## config.mk

```make
export PLATFORM = sky130hd
export DESIGN_NAME = bp_be_stride_detector
export DESIGN_NICKNAME = d
export VERILOG_FILES = /design/src/rtl/bp_be_stride_detector.sv
export SDC_FILE = /design/constraint.sdc
export NUM_CORES = 2
export LEC_CHECK = 0
export BUFFER_PORTS_ARGS = -buffer_cell sky130_fd_sc_hd__buf_2
export CELL_PAD_IN_SITES_DETAIL_PLACEMENT = 1
export CELL_PAD_IN_SITES_GLOBAL_PLACEMENT = 2
export CORE_MARGIN = 5
export CORE_UTILIZATION = 40
export DETAILED_ROUTE_END_ITERATION = 16
export PLACE_DENSITY_LB_ADDON = 0.25
export SLEW_MARGIN = 40
export SYNTH_ARGS = -nofsm -noshare
export SYNTH_HDL_FRONTEND = slang
export SYNTH_SLANG_ARGS = --single-unit
```

## constraint.sdc

```tcl
create_clock -name clk_i -period 6.1 [get_ports clk_i]
set_input_delay 1.22 -clock clk_i [delete_from_list [all_inputs] [get_ports clk_i]]
set_output_delay 1.22 -clock clk_i [all_outputs]
set_load 0.01 [all_outputs]
```

## src/rtl/bp_be_stride_detector.sv

```systemverilog
// ============================================================================
// Module   : bp_be_stride_detector
// Purpose  : Per-PC constant-stride detector that feeds striding-load requests
//            to the backend prefetch generator over a valid/ready handshake.
// Revision : 1.0 - initial release
// ============================================================================
`default_nettype none

module bp_be_stride_detector #(
    parameter int vaddr_width_p    = 39,
    parameter int dpath_width_gp   = 64,
    parameter int entries_p        = 8,
    parameter int tag_width_p      = 10,
    parameter int stride_width_p   = 8,
    parameter int loop_range_p     = 8,
    parameter int conf_width_p     = 2,
    parameter int conf_threshold_p = 2,
    parameter int degree_p         = 4
) (
    input  logic                      clk_i,
    input  logic                      reset_n_i,
    input  logic                      flush_i,
    input  logic                      commit_v_i,
    input  logic [vaddr_width_p-1:0]  commit_pc_i,
    input  logic [dpath_width_gp-1:0] commit_eff_addr_i,
    output logic                      v_o,
    input  logic                      ready_and_i,
    output logic [vaddr_width_p-1:0]  pc_o,
    output logic [dpath_width_gp-1:0] eff_addr_o,
    output logic [stride_width_p-1:0] stride_o,
    output logic [loop_range_p-1:0]   loop_counter_o,
    output logic [15:0]               drop_count_o
);

    localparam int                      c_idx_w     = $clog2(entries_p);
    localparam logic [conf_width_p-1:0] c_conf_max  = '1;
    localparam logic [conf_width_p-1:0] c_conf_thr  = conf_threshold_p[conf_width_p-1:0];
    localparam logic [loop_range_p-1:0] c_degree    = degree_p[loop_range_p-1:0];

    logic                      r_valid  [entries_p];
    logic [tag_width_p-1:0]    r_tag    [entries_p];
    logic [dpath_width_gp-1:0] r_last   [entries_p];
    logic [stride_width_p-1:0] r_stride [entries_p];
    logic [conf_width_p-1:0]   r_conf   [entries_p];

    logic                      r_v;
    logic [vaddr_width_p-1:0]  r_pc;
    logic [dpath_width_gp-1:0] r_eff_addr;
    logic [stride_width_p-1:0] r_stride_out;
    logic [loop_range_p-1:0]   r_loop;
    logic [15:0]               r_drop;

    logic [c_idx_w-1:0]                    w_idx;
    logic [vaddr_width_p-3-c_idx_w:0]      w_pc_hi;
    logic [tag_width_p-1:0]                w_tag;
    logic                                  w_hit;
    logic [dpath_width_gp-1:0]             w_delta;
    logic [dpath_width_gp-1:0]             w_stride_ext;
    logic                                  w_same;
    logic                                  w_fits;
    logic [conf_width_p-1:0]               w_conf_inc;
    logic                                  w_trigger;
    logic                                  w_deq;
    logic                                  w_load;
    logic                                  w_drop;
    logic                                  w_unused;

    assign w_idx        = commit_pc_i[2 +: c_idx_w];
    assign w_pc_hi      = commit_pc_i[vaddr_width_p-1:2+c_idx_w];
    assign w_tag        = w_pc_hi[tag_width_p-1:0];
    assign w_unused     = ^{commit_pc_i[1:0], w_pc_hi};

    assign w_hit        = r_valid[w_idx] && (r_tag[w_idx] == w_tag);
    // Delta wraps modulo the datapath width; negative strides become huge and are rejected.
    assign w_delta      = commit_eff_addr_i - r_last[w_idx];
    assign w_stride_ext = {{(dpath_width_gp-stride_width_p){1'b0}}, r_stride[w_idx]};
    assign w_same       = (w_delta == w_stride_ext) && (r_stride[w_idx] != '0);
    assign w_fits       = (w_delta != '0) && (w_delta[dpath_width_gp-1:stride_width_p] == '0);
    assign w_conf_inc   = (r_conf[w_idx] == c_conf_max) ? c_conf_max : r_conf[w_idx] + 1'b1;

    assign w_trigger    = commit_v_i && !flush_i && w_hit && w_same && (w_conf_inc >= c_conf_thr);
    assign w_deq        = r_v && ready_and_i;
    assign w_load       = w_trigger && (!r_v || w_deq);
    assign w_drop       = w_trigger && !w_load;

    always_ff @(posedge clk_i or negedge reset_n_i) begin
        if (!reset_n_i) begin
            for (int i = 0; i < entries_p; i++) begin
                r_valid[i]  <= 1'b0;
                r_tag[i]    <= '0;
                r_last[i]   <= '0;
                r_stride[i] <= '0;
                r_conf[i]   <= '0;
            end
        end else if (flush_i) begin
            for (int i = 0; i < entries_p; i++) begin
                r_valid[i] <= 1'b0;
                r_conf[i]  <= '0;
            end
        end else if (commit_v_i) begin
            r_last[w_idx] <= commit_eff_addr_i;
            if (!w_hit) begin
                r_valid[w_idx]  <= 1'b1;
                r_tag[w_idx]    <= w_tag;
                r_stride[w_idx] <= '0;
                r_conf[w_idx]   <= '0;
            end else if (w_same) begin
                r_conf[w_idx]   <= w_conf_inc;
            end else if (w_fits) begin
                r_stride[w_idx] <= w_delta[stride_width_p-1:0];
                r_conf[w_idx]   <= '0;
            end else begin
                r_stride[w_idx] <= '0;
                r_conf[w_idx]   <= '0;
            end
        end
    end

    // Single-slot output: payload only changes on a load, so it is stable while stalled.
    always_ff @(posedge clk_i or negedge reset_n_i) begin
        if (!reset_n_i) begin
            r_v          <= 1'b0;
            r_pc         <= '0;
            r_eff_addr   <= '0;
            r_stride_out <= '0;
            r_loop       <= '0;
            r_drop       <= '0;
        end else if (flush_i) begin
            r_v <= 1'b0;
        end else begin
            if (w_load) begin
                r_v          <= 1'b1;
                r_pc         <= commit_pc_i;
                r_eff_addr   <= commit_eff_addr_i;
                r_stride_out <= r_stride[w_idx];
                r_loop       <= c_degree;
            end else if (w_deq) begin
                r_v <= 1'b0;
            end
            if (w_drop && (r_drop != 16'hFFFF)) begin
                r_drop <= r_drop + 16'd1;
            end
        end
    end

    assign v_o            = r_v;
    assign pc_o           = r_pc;
    assign eff_addr_o     = r_eff_addr;
    assign stride_o       = r_stride_out;
    assign loop_counter_o = r_loop;
    assign drop_count_o   = r_drop;

endmodule

`default_nettype wire

```

==> metrics.md <==
| Metric | Value |
|---|---|
| Fmax | `162.7 MHz` |
| Post-synthesis area per instance | `9.880 µm²` |
| Final setup vio count | `39` |
| Crit. End Element | `register` |
| Initial antenna violation count | `3` |
| Clock Latency Late Sink | `690 ps` |
| Seq cells post-synth | `809` |
| Primary FF master, synth | `dfrtp_1` |
| Vias in the first global route | `38340` |
| Global-route wire length before repair | `249200 µm` |
| Fin. max-slew vios | `0` |
| Finished Core Util | `0.5187` |
| Final setup margin | `-46.92 ps` |
| GPL Wtd Cong | `0.9882` |
| Overall routing resource usage | `0.2996` |
| GRT Residual Overflow | `0` |
| Rows | `117` |
| Detailed Route Iter0 Violations | `2725` |
| I/O Buffers | `236` |
| Initial Util | `0.4021` |
| Pin count of the biggest net entering global routing | `139` |
| Hold slack | `376.5 ps` |
| Vias | `36140` |
| Crit path launch type | `primary input` |
| CTS Sinks | `809` |
| Crit path max-delay family | `simple AND/OR/NAND/NOR gates` |
| Sequential area share after synthesis | `0.4948` |
| Status | `finished, violations left` |
| TNS Setup | `-810.1 ps` |
| Worst Path Max Fanout | `12` |
| Worst slew margin | `0.4362` |
| H-tree lvl count | `3` |
| Tot Pwr | `17440 µW` |
| Inserted Clock Buffers | `93` |
| Number of library cell types mapped by synthesis | `80` |
| Leak | `0.02483 µW` |
| Die width | `329.8 µm` |
| Final wirelength | `167000 µm` |
| Mapped Area | `40910 µm²` |
| Failing checks | `negative setup slack` |
| IO Count | `244` |
| VDD IR max | `0.0002545 V` |
| Max_cap viols | `0` |
| CTS clk-pin slew, worst paths | `60 ps` |
| First-pass DRT Iterations | `5` |
| Hold WC Path Type | `in -> async` |
| CP max-delay cell | `or4_4` |
| Drt via density | `5.770` |
| Area growth syn-to-layout | `29.00%` |
| Clk buf depth | `3` |
| Mapped Cells | `4141` |
| Residual DRC | `0` |
| Layout fillers | `11230` |
| Fraction of layout cells with a size suffix above 1 | `0.3414` |
| Dpl hpwl | `115000 µm` |
| Buf/Inv on CP | `9` |
| ANT nets after route | `0` |
| Die Height | `329.8 µm` |
| Unrepaired setup endpoints after global routing | `true` |
| PwrDens | `330.5 nW/µm²` |
| Final Critical Period | `6147 ps` |
| Actual slew at the worst max-slew pin | `845.7 ps` |
| Post-synth ARST share | `1.000` |
| EDFF count, synth | `0` |
| CP Class | `in -> reg` |
| WL/cell | `26.67 µm` |
| Endpoints failing hold | `0` |
| Core ar. | `101700 µm²` |
| CTS tree | `yes` |
| Root Buffer | `clkbuf_16` |
| CP arrival | `6770 ps` |
| NumNets Final | `4989` |
| Total Die Area | `108800 µm²` |
| Ys Warns | `0` |
| CP max stage delay | `650 ps` |
| CP dominant cell by count | `buf_4` |
| Largest clock skew in the final design | `23.47 ps` |
| Fin crit share | `1.008` |
| CP Data Required Time | `6720 ps` |
| Setup slack at placement | `-1415 ps` |
==> worst paths after layout <==
kind / from / end / depth (start not counted) / slack (ps)
worst max register to register: r_last[454] / r_stride[56] / 22 / 540
worst max-delay path: commit_pc_i[2] / r_stride[56] / 25 / -50
worst min-delay path: reset_n_i / pc_o[9] / 1 / 380
max in group asynchronous: reset_n_i / r_last[232] / 4 / 4120
min in group clk_i: loop_counter_o[2] / loop_counter_o[2] / 1 / 460
worst min register to register: loop_counter_o[2] / loop_counter_o[2] / 1 / 460
==> routing by layer <==
| metal | track usage | wire (µm) | up-vias |
|---|---|---|---|
| li1 | - | - | 15970 |
| met1 | 0.4208 | 74830 | 18890 |
| met2 | 0.4967 | 79480 | 1034 |
| met3 | 0.03247 | 7935 | 255 |
| met4 | 0.08147 | 4797 | 0 |
| met5 | 0 | 0 | - |
==> per-stage QoR <==
step / cell area [µm²] / cells
2_1_floorplan: 41620 / 4147
3_3_place_gp: 47910 / 6055
5_1_grt: 52780 / 6263
6_report: 52780 / 6263
4_1_cts: 51600 / 6241
3_5_place_dp: 47940 / 6056
==> registers in the layout, indices dropped and copies added (netlist names) <==
name / flops
drop_count_o: 16
eff_addr_o: 64
loop_counter_o: 1
pc_o: 39
r_conf: 16
r_last: 512
r_stride: 64
r_tag: 80
r_valid: 8
stride_o: 8
v_o: 1
==> layout by cell type (no fill, tap or decap), drive strengths merged, types with 10 or more instances in the layout <==
| master | instances |
|---|---|
| nand2 | 1130 |
| buf | 917 |
| dfrtp | 809 |
| mux2 | 408 |
| a21oi | 161 |
| a22oi | 153 |
| clkbuf | 136 |
| nor2 | 119 |
| o21ai | 112 |
| nand3 | 98 |
| a221oi | 72 |
| ha | 65 |
| o2bb2ai | 59 |
| nand4 | 48 |
| mux2i | 46 |
| nor3 | 41 |
| xnor2 | 39 |
| inv | 36 |
| a22o | 35 |
| and3 | 34 |
| clkinv | 33 |
| and4 | 27 |
| mux4 | 16 |
| o21a | 16 |
| a211oi | 15 |
| o211ai | 14 |
| xor2 | 14 |
| a21o | 14 |
| nor4 | 14 |
| a31oi | 13 |
| and2 | 12 |
| nand2b | 11 |
| or3 | 11 |
| o22ai | 10 |
| or4 | 10 |
==> Yosys cell counts (16+ instances only) <==
| cell type | instances | area, µm² |
|---|---|---|
| a21oi_1 | 161 | 805.8 |
| a221oi_1 | 72 | 630.6 |
| a22o_1 | 35 | 306.5 |
| a22oi_1 | 153 | 1149 |
| and3_1 | 34 | 212.7 |
| and4_1 | 27 | 236.5 |
| buf_1 | 27 | 101.4 |
| buf_2 | 23 | 115.1 |
| buf_4 | 78 | 585.6 |
| clkbuf_1 | 217 | 814.5 |
| dfrtp_1 | 809 | 20240 |
| ha_1 | 65 | 813.3 |
| inv_1 | 33 | 123.9 |
| mux2_1 | 77 | 867.1 |
| mux2_2 | 331 | 3727 |
| mux2i_1 | 46 | 460.4 |
| mux4_2 | 16 | 360.4 |
| nand2_1 | 1130 | 4242 |
| nand3_1 | 98 | 490.5 |
| nand4_1 | 48 | 300.3 |
| nor2_1 | 119 | 446.7 |
| nor3_1 | 41 | 205.2 |
| o21a_1 | 16 | 120.1 |
| o21ai_0 | 111 | 555.5 |
| o2bb2ai_1 | 59 | 516.8 |
| xnor2_1 | 39 | 341.6 |
==> cell type report <==
class                      count  area, µm²  share of cell area
multi-input combinational   2956      20470              0.3879
sequential                   809      20240              0.3836
timing repair buffer         919       7076              0.1341
clock buffer                 134       2743             0.05197
tap                         1368       1712             0.03243
clock inverter                40      392.9            0.007444
inverter                      36      136.4            0.002584
antenna                        1      2.502          0.00004742
==> cell families (layout without fill, tap and decap cells) <==
kind of cell / Yosys count / after routing / synth area share
buf+inv: 383 / 1129 / 0.04321
mux: 470 / 470 / 0.1324
other cells: 1 / 8 / 0.00009166
flops: 809 / 809 / 0.4948
simple gates: 1604 / 1605 / 0.1685
compound gates: 755 / 755 / 0.1293
xor+xnor: 53 / 53 / 0.01135
fa+ha+maj: 66 / 66 / 0.02037
==> timing repair <==
item | in CTS | in global routing
pin swaps | 36 | 26
hold buffers | 0 | 0
setup buffers | 13 | 16
hold endpoints to repair | 0 | 0
cloned | 1 | 4
resized for setup | 94 | 200
endpoints found under the setup margin | 209 | 208
==> power breakdown <==
group	total [µW]	switching, µW	internal, µW
logic	5010	2760	2250
registers	6720	496	6220
clock network	5720	2410	3310
total	17400	5660	11800
No activity file was read; power rests on OpenSTA's default activity.
